<file path="config.mk">
export PLATFORM = sky130hd
export DESIGN_NAME = mips_multi_cycle
export DESIGN_NICKNAME = d
export VERILOG_FILES = /design/src/rtl/mips_multi_cycle.sv
export SDC_FILE = /design/constraint.sdc
export NUM_CORES = 2
export LEC_CHECK = 0
export BUFFER_PORTS_ARGS = -buffer_cell sky130_fd_sc_hd__buf_2
export CAP_MARGIN = 20
export CORE_MARGIN = 4
export CORE_UTILIZATION = 57
export DETAILED_ROUTE_END_ITERATION = 10
export PLACE_DENSITY = 0.74
export SLEW_MARGIN = 10
export SYNTH_ARGS = -nofsm -noshare
export SYNTH_HDL_FRONTEND = slang
export SYNTH_SLANG_ARGS = --single-unit
</file>
<file path="constraint.sdc">
create_clock -name clk -period 7.5 [get_ports clk]
set_clock_uncertainty 0.1 [all_clocks]
set_input_delay 1.125 -clock clk [delete_from_list [all_inputs] [get_ports clk]]
set_output_delay 1.125 -clock clk [all_outputs]
set_load 0.005 [all_outputs]
</file>
<file path="src/rtl/mips_multi_cycle.sv">
// Multi-cycle MIPS subset core (lw, sw, add, sub, and, or, slt, addi, beq, j)
// sharing one memory port for instruction fetch and data access.
//   state    | meaning
//   FETCH    | read instruction at PC, PC += 4
//   DECODE   | read rs/rt, precompute branch target, dispatch
//   MEMADR   | effective address for lw/sw
//   MEMRD    | data read from memory
//   MEMWB    | load result to rt
//   MEMWR    | data write to memory
//   RTEXEC   | R-type ALU operation
//   RTWB     | R-type result to rd
//   ADDIEXEC | A + signext(imm)
//   ADDIWB   | addi result to rt
//   BRANCH   | beq compare and PC update
//   JUMP     | j target to PC
//   TRAP     | halted until reset
module mips_multi_cycle #(
  parameter logic [31:0] RESET_PC = 32'h0000_0000,
  parameter bit          TRAP_EN  = 1'b1
) (
  input  logic        clk,
  input  logic        rst_n,
  output logic        mem_req,
  output logic        mem_we,
  output logic [31:0] mem_addr,
  output logic [31:0] mem_wdata,
  input  logic [31:0] mem_rdata,
  input  logic        mem_ready,
  output logic [31:0] pc_debug,
  output logic [31:0] reg_v0,
  output logic        instr_retired,
  output logic        trap
);

  typedef enum logic [3:0] {
    FETCH, DECODE, MEMADR, MEMRD, MEMWB, MEMWR, RTEXEC, RTWB,
    ADDIEXEC, ADDIWB, BRANCH, JUMP, TRAP
  } state_t;

  localparam logic [5:0] OP_RTYPE = 6'h00;
  localparam logic [5:0] OP_J     = 6'h02;
  localparam logic [5:0] OP_BEQ   = 6'h04;
  localparam logic [5:0] OP_ADDI  = 6'h08;
  localparam logic [5:0] OP_LW    = 6'h23;
  localparam logic [5:0] OP_SW    = 6'h2b;

  state_t      state, state_nxt;
  logic [31:0] pc, ir, a, b, alu_out, mdr;
  logic [31:0] rf [32];

  logic [5:0]  opcode, funct;
  logic [4:0]  rs, rt, rd;
  logic [31:0] imm_se, rs_val, rt_val, addr_calc, rt_result;
  logic        funct_ok;
  logic        req_s;
  logic [31:0] addr_s;
  logic        wr_en;
  logic [4:0]  wr_addr;
  logic [31:0] wr_data;

  assign opcode    = ir[31:26];
  assign rs        = ir[25:21];
  assign rt        = ir[20:16];
  assign rd        = ir[15:11];
  assign funct     = ir[5:0];
  assign imm_se    = {{16{ir[15]}}, ir[15:0]};
  assign rs_val    = (rs == 5'd0) ? 32'd0 : rf[rs];
  assign rt_val    = (rt == 5'd0) ? 32'd0 : rf[rt];
  assign addr_calc = a + imm_se;

  always_comb begin
    rt_result = '0;
    funct_ok  = 1'b1;
    case (funct)
      6'h20:   rt_result = a + b;
      6'h22:   rt_result = a - b;
      6'h24:   rt_result = a & b;
      6'h25:   rt_result = a | b;
      6'h2a:   rt_result = {31'd0, $signed(a) < $signed(b)};
      default: funct_ok  = 1'b0;
    endcase
  end

  always_ff @(posedge clk or negedge rst_n) begin
    if (!rst_n) state <= FETCH;
    else        state <= state_nxt;
  end

  always_comb begin
    state_nxt     = state;
    req_s         = 1'b0;
    mem_we        = 1'b0;
    addr_s        = pc;
    mem_wdata     = '0;
    instr_retired = 1'b0;
    wr_en         = 1'b0;
    wr_addr       = rt;
    wr_data       = alu_out;
    case (state)
      FETCH: begin
        req_s = 1'b1;
        if (mem_ready) state_nxt = DECODE;
      end
      DECODE: begin
        case (opcode)
          OP_LW, OP_SW: state_nxt = MEMADR;
          OP_RTYPE:     state_nxt = RTEXEC;
          OP_ADDI:      state_nxt = ADDIEXEC;
          OP_BEQ:       state_nxt = BRANCH;
          OP_J:         state_nxt = JUMP;
          default: begin
            if (TRAP_EN) state_nxt = TRAP;
            else begin
              instr_retired = 1'b1;
              state_nxt     = FETCH;
            end
          end
        endcase
      end
      MEMADR: begin
        if (TRAP_EN && addr_calc[1:0] != 2'b00) state_nxt = TRAP;
        else if (opcode == OP_LW)                 state_nxt = MEMRD;
        else                                      state_nxt = MEMWR;
      end
      MEMRD: begin
        req_s  = 1'b1;
        addr_s = alu_out;
        if (mem_ready) state_nxt = MEMWB;
      end
      MEMWB: begin
        wr_en         = 1'b1;
        wr_data       = mdr;
        instr_retired = 1'b1;
        state_nxt     = FETCH;
      end
      MEMWR: begin
        req_s     = 1'b1;
        mem_we    = 1'b1;
        addr_s    = alu_out;
        mem_wdata = b;
        if (mem_ready) begin
          instr_retired = 1'b1;
          state_nxt     = FETCH;
        end
      end
      RTEXEC: begin
        if (funct_ok)     state_nxt = RTWB;
        else if (TRAP_EN) state_nxt = TRAP;
        else begin
          instr_retired = 1'b1;
          state_nxt     = FETCH;
        end
      end
      RTWB: begin
        wr_en         = 1'b1;
        wr_addr       = rd;
        instr_retired = 1'b1;
        state_nxt     = FETCH;
      end
      ADDIEXEC: state_nxt = ADDIWB;
      ADDIWB: begin
        wr_en         = 1'b1;
        instr_retired = 1'b1;
        state_nxt     = FETCH;
      end
      BRANCH, JUMP: begin
        instr_retired = 1'b1;
        state_nxt     = FETCH;
      end
      TRAP:    state_nxt = TRAP;
      default: state_nxt = FETCH;
    endcase
  end

  // Reset gates the request directly so an in-flight access drops at once
  assign mem_req  = req_s & rst_n;
  assign mem_addr = {addr_s[31:2], 2'b00};
  assign pc_debug = pc;
  assign reg_v0   = rf[2];
  assign trap     = (state == TRAP);

  always_ff @(posedge clk or negedge rst_n) begin
    if (!rst_n) begin
      pc      <= RESET_PC;
      ir      <= '0;
      a       <= '0;
      b       <= '0;
      alu_out <= '0;
      mdr     <= '0;
    end else begin
      case (state)
        FETCH: if (mem_ready) begin
          ir <= mem_rdata;
          pc <= pc + 32'd4;
        end
        DECODE: begin
          a       <= rs_val;
          b       <= rt_val;
          alu_out <= pc + {imm_se[29:0], 2'b00};
        end
        MEMADR:   alu_out <= addr_calc;
        MEMRD:    if (mem_ready) mdr <= mem_rdata;
        RTEXEC:   alu_out <= rt_result;
        ADDIEXEC: alu_out <= addr_calc;
        BRANCH:   if (a == b) pc <= alu_out;
        JUMP:     pc <= {pc[31:28], ir[25:0], 2'b00};
        default:  ;
      endcase
    end
  end

  always_ff @(posedge clk or negedge rst_n) begin
    if (!rst_n) begin
      for (int i = 0; i < 32; i++) rf[i] <= '0;
    end else if (wr_en && wr_addr != 5'd0) begin
      rf[wr_addr] <= wr_data;
    end
  end

endmodule

</file>
# Word level (Yosys, flattened, before mapping)
# Index checks and enable logic that the tools add are counted.
[totals]
elab_cells = 141
reg_bits = 1220
[classes]
reduce_logical = 23
add_sub_neg = 5
n_lt_le_gt_ge = 5
bitwise_logic = 7
eq_ne = 27
muxes = 34
[op_table]
columns = ["cell", "n"]
rows = [
  ["bitwise mux 1024 bit", 1],
  ["two-way mux 32 bit", 12],
  ["binary-select mux 32 bit (select 5 bit)", 2],
  ["one-hot mux 32 bit (3 select lines)", 2],
  ["demux 32 bit (select 5 bit)", 1],
  ["one-hot mux 32 bit (5 select lines)", 1],
  ["adder 32 bit", 3],
  ["equality test 6 bit, second input constant", 7],
  ["adder 32 x 3 -> 32 bit, second input constant", 1],
  ["bitwise AND 32 bit", 1],
  ["equality test 32 bit", 1],
  ["< comparator 32 bit", 1],
  ["OR 32 bit", 1],
  ["one-hot mux 4 bit (8 select lines)", 1],
  ["subtractor 32 bit", 1],
  ["equality test 4 bit, second input constant", 5],
  ["two-way mux 4 bit", 5],
  ["one-hot mux 4 bit (5 select lines)", 1],
  ["greater-or-equal comparator 6 bit, second input constant", 3],
  ["inverter 5 -> 6 bit", 3],
  ["equality test 4 x 3 -> 1 bit, second input constant", 4],
  ["logical NOT 5 bit", 2],
  ["OR reduction 5 bit", 2],
  ["equality test 4 x 2 -> 1 bit, second input constant", 2],
  ["23 further kinds", 38],
]

# Logic depth before layout (Yosys ltp)
[logic_depth]
depth_word = 8
ltp_mapped = 14
depth_no_buf = 14

# Worst setup path after synthesis
# No wires, ideal clock.
[synth_timing]
path_kind = "register -> register"
start = "reg ir[1]"
end = "reg alu_out[30]"
arrival_ps = 3129
path_stages_with_launch = 15
slack_ps = 4193
setup_ps = 77
n_path_buf = 2
path_cell_list = "dfrtp_1 > clkbuf_1 > clkinv_1 > clkbuf_1 > fa_1 > nor2b_1 > o2111ai_1 > a21oi_1 > o21ai_0 > a311oi_1 > o41a_1 > a221oi_1 > xnor2_1 > a21oi_1 > a21oi_1"
[synth_between]
elab_chain_len = 3
[synth_rtl]
columns = ["item", "line", "text"]
rows = [
  ["start, declared", "48", "logic [31:0] pc, ir, a, b, alu_out, mdr;"],
  ["start signal, assigned", "193", "ir <= mem_rdata;"],
  ["branches (longest 2 deep; another with adder 32 bit)", "--", ""],
  ["one-hot mux 32 bit (3 select lines) (*)", "191", "case (state)"],
  ["end signal, assigned", "199", "alu_out <= pc + {imm_se[29:0], 2'b00};"],
  ["end signal, assigned", "201", "MEMADR: alu_out <= addr_calc;"],
  ["end signal, assigned", "203", "RTEXEC: alu_out <= rt_result;"],
  ["end, declared", "48", ""],
]
# Mark *: on every way between the ends.
# A chain may end at the register's enable or synchronous reset.

# Worst setup path after layout
[layout_timing]
start = "reg state[3]"
end = "out mem_wdata[11]"
[layout_between]
elab_chain_len = 2
[layout_rtl]
columns = ["item", "line", "text"]
rows = [
  ["start, declared", "47", "state_t state, state_nxt;"],
  ["start signal, assigned", "86", "else state <= state_nxt;"],
  ["equality test 4 x 3 -> 1 bit", "99", "case (state)"],
  ["two-way mux 32 bit", "99", ""],
  ["end, declared", "26", "output logic [31:0] mem_wdata,"],
]
# No other way between the ends.

==> qor.csv <==
metric,value,unit
min cycle time layout,4789,ps
number of hold-repair buffers added at the cts stage,0,
Final Hold Vio Count,0,
setup repair after global routing missed its margin,false,
power density over cell area,180.5,nW/um^2
final standard cell utilization of the core,63.43,%
clock slew at the register clock pins of the worst setup and hold paths,60,ps
largest net degree at the start of global routing,174,
die width,356.3,um
Worst Path Max Fanout,36,
via count of the routed design,56778,
Root Driver,sky130_fd_sc_hd__clkbuf_16,
Clock H-tree levels,4,
post_cts resized,0,
global-route wire length before repair,367400,um
crit end category,output pin,
GRT Resource Usage Total,39.08,%
Post-Layout Cell Count,8070,
Filler Cells Inserted,9248,
routed length per placed instance,30.72,um
number of routed nets with antenna violations,0,
Crit path arrival time,3560,ps
synthesized instance count,6545,
Cell variety after synth,89,
CORE AREA,120100,sq um
most used standard cell by instance count after synthesis,sky130_fd_sc_hd__dfrtp_1,
detailed-route vias per instance,7.036,
area overhead of the layout relative to synthesis,10.18,%
number of setup violations in the final report,0,
antenna violations before repair,16,
Hold Path Class,in -> async,
CP required,6270,ps
maximum resistive drop on vdd,0.2171,mV
CTS tree,yes,
Synth top cells by count,"sky130_fd_sc_hd__dfrtp_1, sky130_fd_sc_hd__a21oi_1, sky130_fd_sc_hd__nor2_1, sky130_fd_sc_hd__mux4_2, sky130_fd_sc_hd__clkbuf_1",
fraction of synthesized cell area taken by the top area cell type,44.15,%
Port Buffer Count,164,
TritonCTS buffer count,135,
Worst-Margin Slew,1242,ps
sequential-to-total area share from yosys stat,44.15,%
number of top-level design ports,167,
count of placed standard cells including taps,7811,
Final Slew Violations,0,
detailed placer's ending HPWL,162200,um
final net count,6539,
clock sink count,1220,
run status,completed,
count of flip-flops with a built-in enable after synthesis,0,
initial cell density of the core,57.57,%
routability cong.,1.054,
Final Total Pwr,13.75,mW
Ys Warns,0,
share of layout cells above drive strength 1,21.05,%
cell type with the largest total area after synthesis,sky130_fd_sc_hd__dfrtp_1,
number of max-cap violations,0,
cell area after synthesis,69150,sq um
Synth Register Bits,1220,
Slew Limit Headroom,16.56,%
most frequently used flop master after synthesis,sky130_fd_sc_hd__dfrtp_1,
Setup crit start kind,flip-flop,
aggregate negative setup slack,0,ps
vias in the first global route,55402,
Die H,356.3,um
# Post-CTS Setup Buffers,0,
Async SR Flop Fraction,100.0,%
class of the most critical setup path,reg -> out,
final critical-path share of the clock period,63.85,%
P_leak,32.73,nW
Pre-antenna DRT Iters,6,
standard-cell rows,127,
final wirelength,247900,um
clk buf depth,3,
Die ar.,127000,sq um
syn_area_per_cell,10.57,sq um
total global routing overflow,0,
clock latency on the worst-skew pair,790,ps
number of DRC violations after detailed routing,0,
Max Freq,208.8,MHz
biggest area contributors in the synthesized netlist,"sky130_fd_sc_hd__dfrtp_1, sky130_fd_sc_hd__mux4_2, sky130_fd_sc_hd__a21oi_1",
violation count after the first detailed-route iteration,8260,
[flip-flops by register name, summed over array words and instances, names as in the netlist, 32 cells and up]
name / count
rf: 992
mdr: 32
b: 32
alu_out: 32
pc_debug: 32
reg_v0: 32
ir: 32
a: 32
[placed cells by master, fill, tap and decap left out, types with 113 or more instances in the layout]
| cell type | synthesis | layout |
|---|---|---|
| sky130_fd_sc_hd__a21oi_1 | 1077 | 1077 |
| sky130_fd_sc_hd__buf_2 | 57 | 163 |
| sky130_fd_sc_hd__buf_4 | 38 | 113 |
| sky130_fd_sc_hd__clkbuf_16 | 0 | 140 |
| sky130_fd_sc_hd__dfrtp_1 | 1220 | 1209 |
| sky130_fd_sc_hd__ha_1 | 157 | 157 |
| sky130_fd_sc_hd__mux2_2 | 177 | 177 |
| sky130_fd_sc_hd__mux4_2 | 532 | 532 |
| sky130_fd_sc_hd__nand2_1 | 252 | 252 |
| sky130_fd_sc_hd__nor2_1 | 1075 | 1044 |
| sky130_fd_sc_hd__o21ai_0 | 271 | 271 |
[final cells by class]
type	instances	area [sq um]	share of cell area, %
Inverter	110	412.9	0.5419
Clock inverter	48	630.6	0.8276
Sequential cell	1220	30560	40.11
Timing Repair Buffer	307	2366	3.105
Clock buffer	198	4071	5.343
Multi-Input combinational cell	4569	36120	47.40
Antenna cell	6	15.01	0.01970
Tap cell	1612	2017	2.647
[cell families after synthesis]
logic type	synth area share [%]
multiplexers	22.18
AO/OA/AOI/OAI	15.12
buffers and inverters	4.453
adder cells (fa/ha/maj)	2.956
AND/OR/NAND/NOR	10.03
other	0.005423
XOR/XNOR	1.115
flip-flops	44.15
[report_power, final]
group	internal, mW	switching [mW]
registers	6.58	0
clock network	4.11	2.91
logic	0.0160	0.138
total	10.7	3.05
[path summary, 6_finish.rpt]
check                           startpoint            end  slack (ps)  cells after the start
worst min-delay path                 rst_n          ir[8]         230                      1
min in group clk                  rf[1013]       rf[1013]         290                      0
worst min register to register    rf[1013]       rf[1013]         290                      0
worst max register to register    state[0]        rf[455]        2740                      8
max in group asynchronous            rst_n        rf[761]        4540                      3
worst max-delay path              state[3]  mem_wdata[11]        2710                      3
[critical path: stages, from the launching register on]
cell and delay, ps:
sky130_fd_sc_hd__dfrtp_1 590, sky130_fd_sc_hd__nand2b_2 710, sky130_fd_sc_hd__nor3_1 1180, sky130_fd_sc_hd__buf_2 270
[per-layer routing]
metal,vias to the layer above,share of wire [%],track usage [%]
met5,-,0.015,0
met4,6,6.2,21.05
met3,852,13,11.94
met2,3919,44,57.61
met1,28523,37,52.44
li1,23478,-,-
[metrics by stage]
step                      setup slack, ps  instance area (sq um)  hold WS [ps]
after floorplan                      4193                  69160         341.3
after global placement               3030                  71080         276.3
after detailed placement             2945                  71300         283.3
after CTS                            2814                  76000         263.3
after global routing                 2509                  76180         306.3
final                                2711                  76200         232.2
Note: power is estimated with default switching activity, not from simulation.
